**src/rtl/byte_bit_port_adapter_pkg.sv**
```systemverilog
// Shared definitions for the byte-to-bit port adapter: state encoding, address widths
// and the semaphore byte addresses that hosts use on port 1.
package byte_bit_port_adapter_pkg;

  localparam int unsigned BIT_AW  = 12;
  localparam int unsigned BYTE_AW = 9;

  typedef enum logic [2:0] {
    S_IDLE,
    S_WR_BIT,
    S_RD_BIT,
    S_RD_CAP,
    S_DONE
  } state_t;

  // BADR[1] selects the release half of the port-1 semaphore byte (bit address bit 4).
  localparam int unsigned        SEM_REL_SEL_BIT = 1;
  localparam logic [BYTE_AW-1:0] SEM_P1_ACQ_BADR = 9'b1000_0000_1;
  localparam logic [BYTE_AW-1:0] SEM_P1_REL_BADR = 9'b1000_0001_1;

  function automatic logic [BIT_AW-1:0] bit_addr(input logic [BYTE_AW-1:0] badr,
                                                 input logic [2:0]         idx);
    return {badr, idx};
  endfunction

endpackage

```
**src/rtl/byte_bit_port_adapter_wt.sv**
```systemverilog
// Stall counter: counts consecutive WT-low cycles and flags the last allowed one.
module wt_timeout_cnt #(
  parameter int unsigned TMO_CYC = 255
) (
  input  logic clk_i,
  input  logic rst_ni,
  input  logic clr_i,
  input  logic en_i,
  output logic tc_o
);

  localparam int unsigned W = $clog2(TMO_CYC + 1);
  localparam logic [W-1:0] TC_VAL = W'(TMO_CYC - 1);

  logic [W-1:0] cnt_q, cnt_d;

  always_comb begin
    cnt_d = cnt_q;
    if (clr_i)     cnt_d = '0;
    else if (en_i) cnt_d = cnt_q + 1'b1;
  end

  always_ff @(posedge clk_i) begin
    if (!rst_ni) cnt_q <= '0;
    else         cnt_q <= cnt_d;
  end

  // High during the TMO_CYC-th consecutive stall cycle.
  assign tc_o = (cnt_q == TC_VAL);

endmodule

```
**src/rtl/byte_bit_port_adapter.sv**
```systemverilog
// Sequences one byte-wide host access into eight single-bit accesses on a bit-memory port.
module byte_bit_port_adapter
  import byte_bit_port_adapter_pkg::*;
#(
  parameter int unsigned TMO_CYC = 255
) (
  input  logic               CLK,
  input  logic               CLR,
  input  logic               REQ,
  input  logic               RNW,
  input  logic [BYTE_AW-1:0] BADR,
  input  logic [7:0]         DIN,
  output logic [7:0]         DOUT,
  output logic               ACK,
  output logic               ERR,
  output logic               BUSY,
  output logic [BIT_AW-1:0]  A,
  output logic               DI,
  output logic               WE,
  output logic               OE,
  input  logic               DQ,
  input  logic               WT
);

  state_t             state_q;
  logic [BYTE_AW-1:0] badr_q;
  logic [7:0]         din_q;
  logic [2:0]         idx_q;
  logic [7:0]         dout_q;
  logic               ack_q;
  logic               err_q;
  logic               busy_q;

  logic stall, tmo;

  assign stall = ((state_q == S_WR_BIT) || (state_q == S_RD_BIT)) && !WT;

  wt_timeout_cnt #(.TMO_CYC(TMO_CYC)) u_tmo (
    .clk_i  (CLK),
    .rst_ni (CLR),
    .clr_i  (!stall),
    .en_i   (stall),
    .tc_o   (tmo)
  );

  always_ff @(posedge CLK) begin
    if (!CLR) begin
      state_q <= S_IDLE;
      badr_q  <= '0;
      din_q   <= '0;
      idx_q   <= '0;
      dout_q  <= '0;
      ack_q   <= 1'b0;
      err_q   <= 1'b0;
      busy_q  <= 1'b0;
    end else begin
      ack_q <= 1'b0;
      unique case (state_q)
        S_IDLE: begin
          if (REQ) begin
            badr_q  <= BADR;
            din_q   <= DIN;
            idx_q   <= '0;
            dout_q  <= '0;
            err_q   <= 1'b0;
            busy_q  <= 1'b1;
            state_q <= RNW ? S_RD_BIT : S_WR_BIT;
          end
        end
        S_WR_BIT: begin
          if (WT) begin
            if (idx_q == 3'd7) begin
              state_q <= S_DONE;
              ack_q   <= 1'b1;
            end else begin
              idx_q <= idx_q + 3'd1;
            end
          end else if (tmo) begin
            err_q   <= 1'b1;
            ack_q   <= 1'b1;
            state_q <= S_DONE;
          end
        end
        S_RD_BIT: begin
          if (WT) begin
            state_q <= S_RD_CAP;
          end else if (tmo) begin
            err_q   <= 1'b1;
            ack_q   <= 1'b1;
            state_q <= S_DONE;
          end
        end
        S_RD_CAP: begin
          dout_q[idx_q] <= DQ;
          if (idx_q == 3'd7) begin
            state_q <= S_DONE;
            ack_q   <= 1'b1;
          end else begin
            idx_q   <= idx_q + 3'd1;
            state_q <= S_RD_BIT;
          end
        end
        S_DONE: begin
          busy_q  <= 1'b0;
          state_q <= S_IDLE;
        end
        default: state_q <= S_IDLE;
      endcase
    end
  end

  // ACK is raised on the edge that enters DONE, so it is visible exactly in the DONE cycle.
  assign A    = bit_addr(badr_q, idx_q);
  assign WE   = (state_q == S_WR_BIT);
  assign OE   = (state_q == S_RD_BIT);
  assign DI   = (state_q == S_WR_BIT) && din_q[idx_q];
  assign DOUT = dout_q;
  assign ACK  = ack_q;
  assign ERR  = err_q;
  assign BUSY = busy_q;

endmodule

```
**config.mk**
```make
export PLATFORM = sky130hd
export DESIGN_NAME = byte_bit_port_adapter
export DESIGN_NICKNAME = d
export VERILOG_FILES = /design/src/rtl/byte_bit_port_adapter_pkg.sv /design/src/rtl/byte_bit_port_adapter_wt.sv /design/src/rtl/byte_bit_port_adapter.sv
export SDC_FILE = /design/constraint.sdc
export NUM_CORES = 1
export LEC_CHECK = 0
export BUFFER_PORTS_ARGS = -buffer_cell sky130_fd_sc_hd__buf_4
export CAP_MARGIN = 0
export CORE_UTILIZATION = 35
export DETAILED_ROUTE_END_ITERATION = 6
export PLACE_DENSITY_LB_ADDON = 0.2
export SETUP_SLACK_MARGIN = 0.4
export SLEW_MARGIN = 20
export SYNTH_ARGS = -nofsm -noshare
export SYNTH_HDL_FRONTEND = slang
export SYNTH_SLANG_ARGS = --single-unit
```
**constraint.sdc**
```tcl
create_clock -name CLK -period 2 [get_ports CLK]
set_clock_uncertainty 0.05 [all_clocks]
set_input_delay 0.1 -clock CLK [delete_from_list [all_inputs] [get_ports CLK]]
set_output_delay 0.1 -clock CLK [all_outputs]
set_load 0.005 [all_outputs]
```
==> key figures, run 1 <==
Placement
  • Port buffer count: 48
  • Gpl congestion: 0.847
  • DP HPWL: slightly above 3000 µm
  • Worst slack, placed: roughly 300 ps
  • Placed cell areas: 2390 µm²
  • Placed cells: 347

Final layout
  • Share of cells above drive strength 1: 0.282
  • Final std cells w/o fill: 371
  • Design Area, Final: between 2000 and 3000 µm²
  • Footprint of the multi-input gates: 1030 µm²
  • Number of diodes: 0
  • Area growth syn-to-layout: 38.9%
  • FF/Latch Area: 848 µm²
  • Fillers: 505
  • Fin nets: between 300 and 400

Route
  • Routed wire length: about 4800 µm
  • First drt pass iteration count: 4
  • Number of antenna-violating nets in the routed design: 0
  • Via count: between 1500 and 2000
  • Post-route DRC: 0
  • Initial DRC Count: between 100 and 150
  • WL/cell: ~13 µm
  • Via density: around 5

Clock network
  • Total CTS buffers: 5
  • CTS Root Cell: clkbuf_8
  • Clk Latency, worst-skew pair: approximately 290 ps
  • CTS tree: done
  • H-Tree Depth: 2
  • Maximum clock path buffer count: 2
  • Reg clk slew, reported paths: around 80 ps
  • CTS sink count: 42

Die
  • Boundary Pins: 49
  • Total die area: 5860 µm²
  • Initial core utilization: 0.372
  • # rows: 26
  • Die Width: about 77 µm
  • Core Area: approximately 5200 µm²
  • Die Y: between 70 and 80 µm

Timing
  • Final hold violations: 0
  • Period utilization: 0.827
  • Fin. max-slew vios: 0
  • RSZ-0062 raised after global routing: yes
  • Fmax: ~0.60 GHz
  • Measured slew at the worst slew-check pin: roughly 340 ps
  • Final setup margin: around 350 ps
  • TNS Setup: 0 ps
  • Post-route minimum period: around 1700 ps
  • Rel. slew slack: 0.773
  • Final Setup Violations: 0

Global route
  • GRT overflow: 0
  • Global-route wire length before repair: 8140 µm
  • GRT Overall Usage: 0.172
  • Number of global-route vias before repair: between 1500 and 2000
  • Initial antenna violation count: 0
  • Largest net degree at the start of global routing: 30

Synth
  • Xor/xnor share of the synthesized area: 0.0270
  • Adder-cell share of the synthesized area: 0.0257
  • Synth async-reset ratio: 0
  • Simple logic cell fraction of the synthesized area: 0.243
  • Yosys cell types: 48
  • Post-synthesis compound-gate area fraction: 0.188
  • Synth top area share: 0.432
  • Post-Synthesis Cells: roughly 230
  • EDFF count, synth: 0
  • Post-Syn Area per Cell: 8.32 µm²
  • Seq/Total Area, Yosys: 0.432
  • Largest cells by area after synthesis: dfxtp_1 43%, nand2_1 9.1%, a21oi_1 9.0%, ha_1 2.6%, nor2_1 2.5%
  • Area leader, netlist: dfxtp_1
  • Mapped cell area: roughly 2000 µm²
  • Yosys Warn Count: 0
  • Proportion of synthesized area in mux cells: 0.0283
  • Ys flop type: dfxtp_1
  • #FFs+latches synth: 42
  • Largest family of logic cells by synthesized area: simple AND/OR/NAND/NOR gates
  • Syn nets: around 260

Power
  • Peak supply drop: between 0.3 and 0.4 mV
  • Overall power: 2.02 mW
  • PD cells: 748 nW/µm²
  • Leakage: between 1 and 1.5 nW

Critical path
  • Critical Path RT: ~1900 ps
  • Critical Path AT: roughly 1500 ps
  • CP max FO: 4
  • Setup CP Type: reg2out
  • CP endpoint kind: primary output
  • Startpoint class of the critical path: flop

Run
  • Max cap viols: 0

Outcome
  • Status: complete, no violations

Min path
  • Min-delay worst type: in2reg
## flip-flops by register name (all words and copies together) (netlist names)
signal	flops
idx_q	3
ERR	1
state_q	3
din_q	8
ACK	1
u_tmo.cnt_q	8
badr_q	9
DOUT	8
BUSY	1
## final cells by class
class / count / area share
Multi-Input combinational cell: 170 / 0.381
Sequential cell: 42 / 0.314
Timing Repair Buffer: 75 / 0.222
Tap cell: 70 / 0.0324
Clock buffer: 6 / 0.0305
Clock inverter: 1 / 0.0111
Inverter: 7 / 0.00971
## Yosys cell counts (all sizes together) (2+ instances only)
cell and n:
and2 2, nand3 9, xor2 4, inv 7
o21a 3, o21ai 11, o211ai 2, clkbuf 4
nand2 47, nor3 5, a21oi 35, o31a 2
dfxtp 42, nor2b 3, nor2 14, mux4 2
xnor2 2, nand4 4, buf 11, or3 2
nand3b 2, ha 4
## layer usage
layer / track usage / up-vias / part of all wire
met3: 0.0371 / 9 / 0.045
li1: - / 949 / -
met5: 0 / - / 0
met1: 0.205 / 839 / 0.46
met2: 0.288 / 50 / 0.47
met4: 0.0904 / 0 / 0.023
## per-stage QoR
| step | util | hold slack [ps] |
|---|---|---|
| 6_report | 0.516 | 16.4 |
| 2_1_floorplan | - | 186 |
| 4_1_cts | 0.511 | 1.85 |
| 5_1_grt | 0.516 | 6.59 |
| 3_5_place_dp | 0.456 | 309 |
| 3_3_place_gp | 0.456 | 298 |
## layout by cell type, fill, tap and decap left out, types with 2 or more instances in the layout
| cell | Yosys | layout |
|---|---|---|
| o211ai_1 | 2 | 2 |
| inv_1 | 6 | 6 |
| o21ai_0 | 5 | 5 |
| dfxtp_1 | 42 | 38 |
| nand4_2 | 2 | 2 |
| nor2_1 | 13 | 13 |
| buf_4 | 1 | 60 |
| nand2_1 | 47 | 47 |
| nor3_1 | 4 | 3 |
| or3_1 | 2 | 2 |
| xnor2_1 | 2 | 2 |
| clkbuf_8 | 0 | 6 |
| o21a_1 | 3 | 3 |
| o21ai_1 | 6 | 6 |
| nor2b_1 | 3 | 2 |
| a21oi_1 | 35 | 35 |
| nor3_4 | 0 | 2 |
| nand3b_1 | 2 | 2 |
| dlygate4sd3_1 | 0 | 15 |
| mux4_2 | 2 | 2 |
| nand4_1 | 2 | 2 |
| nand3_1 | 9 | 9 |
| ha_1 | 4 | 3 |
| o31a_1 | 2 | 2 |
| xor2_1 | 4 | 4 |
| dfxtp_2 | 0 | 3 |
## cells by family (layout without fill, tap and decap cells)
group | after synthesis | count (layout)
multiplexers | 3 | 3
AND/OR/NAND/NOR | 95 | 95
buffers and inverters | 22 | 89
adder cells (fa/ha/maj) | 4 | 4
XOR/XNOR | 6 | 6
AO/OA/AOI/OAI | 62 | 62
flip-flops | 42 | 42
## worst paths after layout
| kind | from | to | slack [ps] | depth (start not counted) |
|---|---|---|---|---|
| worst max register to register | idx_q[0]$_SDFFE_PN0P_ | state_q[1]$_SDFFE_PN0P_ | 440 | 7 |
| worst max-delay path | idx_q[0]$_SDFFE_PN0P_ | DI | 350 | 4 |
| worst min-delay path | DIN[4] | din_q[4]$_SDFFE_PN0P_ | 20 | 3 |
| worst min register to register | din_q[3]$_SDFFE_PN0P_ | din_q[3]$_SDFFE_PN0P_ | 410 | 2 |
## power by group
| group | switching, mW | internal [mW] | leakage [nW] |
|---|---|---|---|
| Clock | 0.291 | 0.400 | 0.0573 |
| Combinational | 0.206 | 0.195 | 0.677 |
| Sequential | 0.0454 | 0.886 | 0.344 |
| Total | 0.543 | 1.48 | 1.08 |
## repair_timing
item / 4_1_cts / 5_1_grt
setup buffers: 1 / 1
hold endpoints to repair: 15 / 0
gates resized for setup: 6 / 6
cloned: 0 / 0
setup endpoints to repair: 8 / 27
hold buffers: 15 / 0
pin swaps: 2 / 2
## critical path, cell delays in order, from the launching register on
cell and delay, ps:
dfxtp_4 390, mux4_2 500, mux2i_1 130, nor2b_1 60
buf_4 130
No activity file was read; power rests on OpenSTA's default activity.
==> run 2, diff against run 1 <==
--- a/config.mk
+++ b/config.mk
@@ -5,6 +5,7 @@
 export SDC_FILE = /design/constraint.sdc
 export NUM_CORES = 1
 export LEC_CHECK = 0
+export ABC_AREA = 1
 export BUFFER_PORTS_ARGS = -buffer_cell sky130_fd_sc_hd__buf_4
 export CAP_MARGIN = 0
 export CORE_UTILIZATION = 35
==> constraint.sdc (replaced) <==
create_clock -name CLK -period 1.55 [get_ports CLK]
set_clock_uncertainty 0.05 [all_clocks]
set_input_delay 0.0775 -clock CLK [delete_from_list [all_inputs] [get_ports CLK]]
set_output_delay 0.0775 -clock CLK [all_outputs]
set_load 0.005 [all_outputs]
==> key figures, run 2 <==
Synth
  • Seq/Total Area, Yosys: 0.409
  • Yosys cell types: 29
  • Post-Synthesis Cells: 292
  • Mapped cell area: slightly above 2000 µm²
  • EDFF count, synth: 0
  • #FFs+latches synth: 42
  • Yosys Warn Count: 0
  • Largest cells by area after synthesis: dfxtp_1 41%, nand2_1 14%, a21oi_1 7.3%, nand3_1 7.1%, nor2_1 4.9%
  • Synth async-reset ratio: 0
  • Synth top area share: 0.409
  • Commonest cells in the netlist: 77 x nand2_1, 42 x dfxtp_1, 30 x a21oi_1
  • Post-Syn Area per Cell: approximately 7.0 µm²
  • Area leader, netlist: dfxtp_1
  • Most frequent cell after synthesis: nand2_1
  • Syn nets: ~320
  • Ys flop type: dfxtp_1

Clock network
  • H-Tree Depth: 2
  • CTS tree: done
  • Total CTS buffers: 5
  • CTS sink count: 42
  • Maximum clock path buffer count: 2
  • Reg clk slew, reported paths: ~90 ps
  • Clk Latency, worst-skew pair: 290 ps
  • CTS Root Cell: clkbuf_8

Critical path
  • CP max stage cell: dfxtp_4
  • R2R cell count: 10
  • Critical Path AT: between 1000 and 1500 ps
  • Worst r2r src: idx_q[0]$_SDFFE_PN0P_
  • Crit. Startpoint: idx_q[0]$_SDFFE_PN0P_
  • Worst Setup EP: DI
  • Critical Path RT: 1420 ps
  • Reg2reg end: idx_q[2]$_SDFFE_PN0P_
  • Startpoint class of the critical path: flop
  • CP endpoint kind: primary output
  • Critical path, cell by cell: buf_6 > o21ai_2 > nand2_1 > nand2_1 > nand2_1 > a21oi_2 > buf_4
  • Crit-path most repeated cell: nand2_1
  • Flop-to-flop setup slack: 70 ps
  • Setup CP Type: reg2out
  • Crit-path max cell delay: approximately 370 ps
  • CP max FO: 6

Timing
  • Final Setup Violations: 0
  • Post-route minimum period: between 1500 and 2000 ps
  • Fin. max-slew vios: 0
  • Final setup margin: about 47 ps
  • Final hold violations: 0
  • TNS Setup: 0 ps
  • Rel. slew slack: 0.763
  • Measured slew at the worst slew-check pin: approximately 360 ps
  • Fmax: 0.665 GHz
  • Period utilization: 0.969
  • RSZ-0062 raised after global routing: yes
  • Hold WS: a little under 20 ps

Final layout
  • Footprint of the multi-input gates: ~1600 µm²
  • Largest register by flop count: badr_q
  • Number of diodes: 0
  • Area growth syn-to-layout: 76.2%
  • Share of cells above drive strength 1: 0.551
  • FF/Latch Area: about 870 µm²
  • Final std cells w/o fill: roughly 460
  • Max FFs per register: 9
  • Fin nets: roughly 420
  • Fillers: roughly 460
  • Most frequent cells in the layout: 71 x buf_4, 46 x nand2_1, 33 x dfxtp_1
  • Most common cell after layout, fill and taps aside: buf_4

Route
  • WL/cell: 14.0 µm
  • First drt pass iteration count: 4
  • Number of antenna-violating nets in the routed design: 0
  • Post-route DRC: 0
  • Via density: between 5 and 6
  • Initial DRC Count: 120
  • Routed wire length: 6460 µm
  • Via count: between 2000 and 2500

Global route
  • Global-route wire length before repair: around 10000 µm
  • Number of global-route vias before repair: roughly 2200
  • GRT overflow: 0
  • Initial antenna violation count: 0
  • GRT Overall Usage: 0.203
  • Largest net degree at the start of global routing: 19

Outcome
  • Status: complete, no violations

Die
  • Core Area: between 5000 and 6000 µm²
  • Initial core utilization: 0.369
  • Total die area: 6190 µm²
  • Die Y: about 79 µm
  • Die Width: between 70 and 80 µm
  • Boundary Pins: 49
  • # rows: 27

Placement
  • Gpl congestion: roughly 0.78
  • Placed cells: approximately 410
  • Worst slack, placed: ~32 ps
  • Port buffer count: 48
  • DP HPWL: roughly 3500 µm

Power
  • Peak supply drop: 0.567 mV
  • PD cells: 904 nW/µm²
  • Leakage: approximately 1.5 nW

Min path
  • Min-delay worst type: in2reg

Run
  • Max cap viols: 0
[run 2: changes by cell type after synthesis, sizes merged, moves of 4 or more]
cell | previous run | this run
inv | 7 | 21
nor2 | 14 | 30
nand2 | 47 | 82
o21ai | 11 | 16
nor3 | 5 | 1
a21oi | 35 | 31
clkinv | 0 | 4
nand3 | 9 | 31
nand4 | 4 | 12
[run 2: cells by family (layout without fill, tap and decap cells)]
kind of cell | after synthesis | count (layout) | share of synthesized area
compound gates | 47 | 47 | 0.118
xor+xnor | 3 | 3 | 0.0128
fa+ha+maj | 4 | 4 | 0.0243
simple gates | 158 | 162 | 0.353
buf+inv | 38 | 132 | 0.0827
flops | 42 | 42 | 0.409
[run 2: cell type report]
class / count / area share
Inverter: 25 / 0.0331
Clock buffer: 6 / 0.0228
Tap cell: 72 / 0.0249
Clock inverter: 2 / 0.00345
Sequential cell: 42 / 0.240
Multi-Input combinational cell: 216 / 0.435
Timing Repair Buffer: 99 / 0.240
[run 2: per-layer routing]
layer / global-route usage / vias up / part of all wire
li1: - / 1166 / -
met5: 0 / - / 0
met2: 0.344 / 51 / 0.52
met3: 0.0453 / 7 / 0.041
met4: 0.0759 / 0 / 0.011
met1: 0.249 / 1099 / 0.43
[run 2: power by group]
group,total (mW),switching [mW],internal (mW),leakage [nW]
logic,1.28,0.672,0.604,1.10
clock network,0.753,0.394,0.358,0.0472
registers,1.25,0.0939,1.15,0.349
total,3.28,1.16,2.12,1.49
[run 2: worst max-delay path, delay by kind of cell, from the launching register on]
kind            cells  cell delay (ps)
compound gates      2              260
flops               1              370
buf+inv             2              270
simple gates        3              190
[run 2: worst min-delay path by stage]
stage / from / end / slack, ps / depth (start not counted)
after floorplan: DIN[4] / din_q[4]$_SDFFE_PN0P_ / 180 / 2
after global placement: DIN[4] / din_q[4]$_SDFFE_PN0P_ / 280 / 3
after detailed placement: DIN[4] / din_q[4]$_SDFFE_PN0P_ / 290 / 3
after CTS: BADR[7] / badr_q[7]$_SDFFE_PN0P_ / 0.3 / 3
after global routing: DIN[5] / din_q[5]$_SDFFE_PN0P_ / 20 / 3
final: DIN[1] / din_q[1]$_SDFFE_PN0P_ / 20 / 3
[run 2: what timing repair did]
action / 4_1_cts / 5_1_grt
hold buffers: 10 / 0
pin swaps: 25 / 39
endpoints found under the setup margin: 45 / 45
buffers inserted: 21 / 10
cloned: 4 / 0
gates resized for setup: 69 / 85
endpoints found under the hold margin: 10 / 0
[run 2: metrics by stage]
stage | utilization | area (µm²) | power [mW]
after floorplan | - | 2120 | 1.72
after global placement | 0.462 | 2570 | 1.96
after detailed placement | 0.462 | 2570 | 1.97
after CTS | 0.578 | 3220 | 3.09
after global routing | 0.650 | 3620 | 3.44
final | 0.650 | 3620 | 3.28
==> run 3, diff against run 2 <==
--- a/config.mk
+++ b/config.mk
@@ -11,6 +11,7 @@
 export CORE_UTILIZATION = 35
 export DETAILED_ROUTE_END_ITERATION = 6
 export PLACE_DENSITY_LB_ADDON = 0.2
+export RECOVER_POWER = 100
 export SETUP_SLACK_MARGIN = 0.4
 export SLEW_MARGIN = 20
 export SYNTH_ARGS = -nofsm -noshare
==> key figures, run 3 (synthesis gave the netlist of run 2 again) <==
Clock network
  • CTS sink count: 42
  • Maximum clock path buffer count: 2
  • CTS tree: done
  • Reg clk slew, reported paths: approximately 90 ps
  • Clk Latency, worst-skew pair: 290 ps
  • CTS Root Cell: clkbuf_8
  • H-Tree Depth: 2
  • Total CTS buffers: 5

Global route
  • GRT Overall Usage: 0.203
  • Initial antenna violation count: 0
  • Number of global-route vias before repair: around 2200
  • Largest net degree at the start of global routing: 19
  • GRT overflow: 0
  • Global-route wire length before repair: roughly 9900 µm

Power
  • PD cells: around 900 nW/µm²
  • Peak supply drop: approximately 0.57 mV
  • Leakage: 1.48 nW

Outcome
  • Status: complete, no violations

Route
  • Post-route DRC: 0
  • Number of antenna-violating nets in the routed design: 0
  • First drt pass iteration count: 7
  • Routed wire length: between 6000 and 7000 µm
  • WL/cell: 13.9 µm
  • Initial DRC Count: 97
  • Via density: 5.05
  • Via count: roughly 2300

Die
  • Boundary Pins: approximately 50
  • Total die area: between 6000 and 7000 µm²
  • Initial core utilization: 0.369
  • Die Y: 78.7 µm
  • # rows: 27
  • Die Width: slightly below 80 µm
  • Core Area: ~5600 µm²

Final layout
  • Area growth syn-to-layout: 76.2%
  • Fin nets: 416
  • Most frequent cells in the layout: 51 x buf_4, 46 x nand2_1, 33 x dfxtp_1
  • Number of diodes: 0
  • Most common cell after layout, fill and taps aside: buf_4
  • Max FFs per register: 9
  • Design Area, Final: ~3600 µm²
  • Largest register by flop count: badr_q
  • Share of cells above drive strength 1: 0.551

Critical path
  • Critical Path AT: about 1400 ps
  • Critical path, cell by cell: buf_6 > o21ai_2 > nand2_1 > nand2_1 > nand2_1 > a21oi_2 > buf_4
  • Flop-to-flop setup slack: about 70 ps
  • Critical Path RT: around 1400 ps
  • Crit-path most repeated cell: nand2_1
  • Worst path top cell family by delay: flip-flops
  • Startpoint class of the critical path: flop
  • Worst path buffer plus inverter count: 2
  • CP endpoint kind: primary output
  • CP max FO: 6
  • Setup CP Type: reg2out
  • Crit-path max cell delay: 370 ps
  • CP max stage cell: dfxtp_4

Timing
  • Post-route minimum period: between 1500 and 2000 ps
  • Final setup margin: about 49 ps
  • Hold WS: roughly 20 ps
  • RSZ-0062 raised after global routing: yes
  • Fin. max-slew vios: 0
  • Rel. slew slack: 0.763
  • Measured slew at the worst slew-check pin: 355 ps
  • Period utilization: 0.968
  • Fmax: about 0.67 GHz
  • Final hold violations: 0
  • TNS Setup: 0 ps
  • Final Setup Violations: 0

Placement
  • Placed cell areas: ~2600 µm²
  • Gpl congestion: roughly 0.78
  • Worst slack, placed: roughly 32 ps
  • DP HPWL: about 3500 µm
  • Port buffer count: between 40 and 50

Run
  • Max cap viols: 0

Min path
  • Min-delay worst type: in2reg
[run 3: cell count changes in the layout (fill, tap and decap cells not counted)]
cell,previous run,this run
buf_4,71,51
clkbuf_4,0,20
[run 3: metrics by stage]
step	utilization	cells	power, mW
final	0.650	462	3.27
after global routing	0.650	462	3.44
after CTS	0.578	452	3.09
after detailed placement	0.462	409	1.97
after global placement	0.462	409	1.96
after floorplan	-	292	1.72
[run 3: routing by layer]
metal / vias up / part of all wire / GRT usage
li1: 1169 / - / -
met4: 0 / 0.012 / 0.0759
met3: 9 / 0.044 / 0.0453
met5: - / 0 / 0
met1: 1096 / 0.42 / 0.249
met2: 59 / 0.52 / 0.344
[run 3: worst reg2reg max path, stage by stage (launching register included)]
cell and delay (ps):
dfxtp_4 370, buf_6 120, ha_4 150, ha_4 170, inv_4 70, buf_6 90, nand4_1 110, nand2_1 110
inv_2 50, nand2_2 50, a21oi_1 50
[run 3: layout make-up]
type	instances	area [µm²]
Fill cell	459	1950
Multi-Input combinational cell	216	1580
Timing Repair Buffer	99	871
Sequential cell	42	870
Inverter	25	120
Tap cell	72	90.1
Clock buffer	6	82.6
Clock inverter	2	12.5
[run 3: final timing paths]
check / startpoint / cells after the start / end
max: idx_q[0]$_SDFFE_PN0P_ / 7 / DI
min reg2reg: din_q[4]$_SDFFE_PN0P_ / 2 / din_q[4]$_SDFFE_PN0P_
max reg2reg: idx_q[0]$_SDFFE_PN0P_ / 10 / state_q[0]$_SDFFE_PN0P_
min: DIN[1] / 3 / din_q[1]$_SDFFE_PN0P_
[run 3: what timing repair did]
item,CTS,global route
gates cloned,4,0
setup buffers,21,10
pin swaps,25,39
setup endpoints to repair,45,45
hold endpoints to repair,10,0
gates resized for setup,69,85
hold buffers,10,0
[run 3: power by group]
group | internal [mW] | leakage [nW] | total [mW] | switching (mW)
Clock | 0.359 | 0.0472 | 0.754 | 0.396
Combinational | 0.602 | 1.09 | 1.27 | 0.670
Sequential | 1.15 | 0.349 | 1.25 | 0.0937
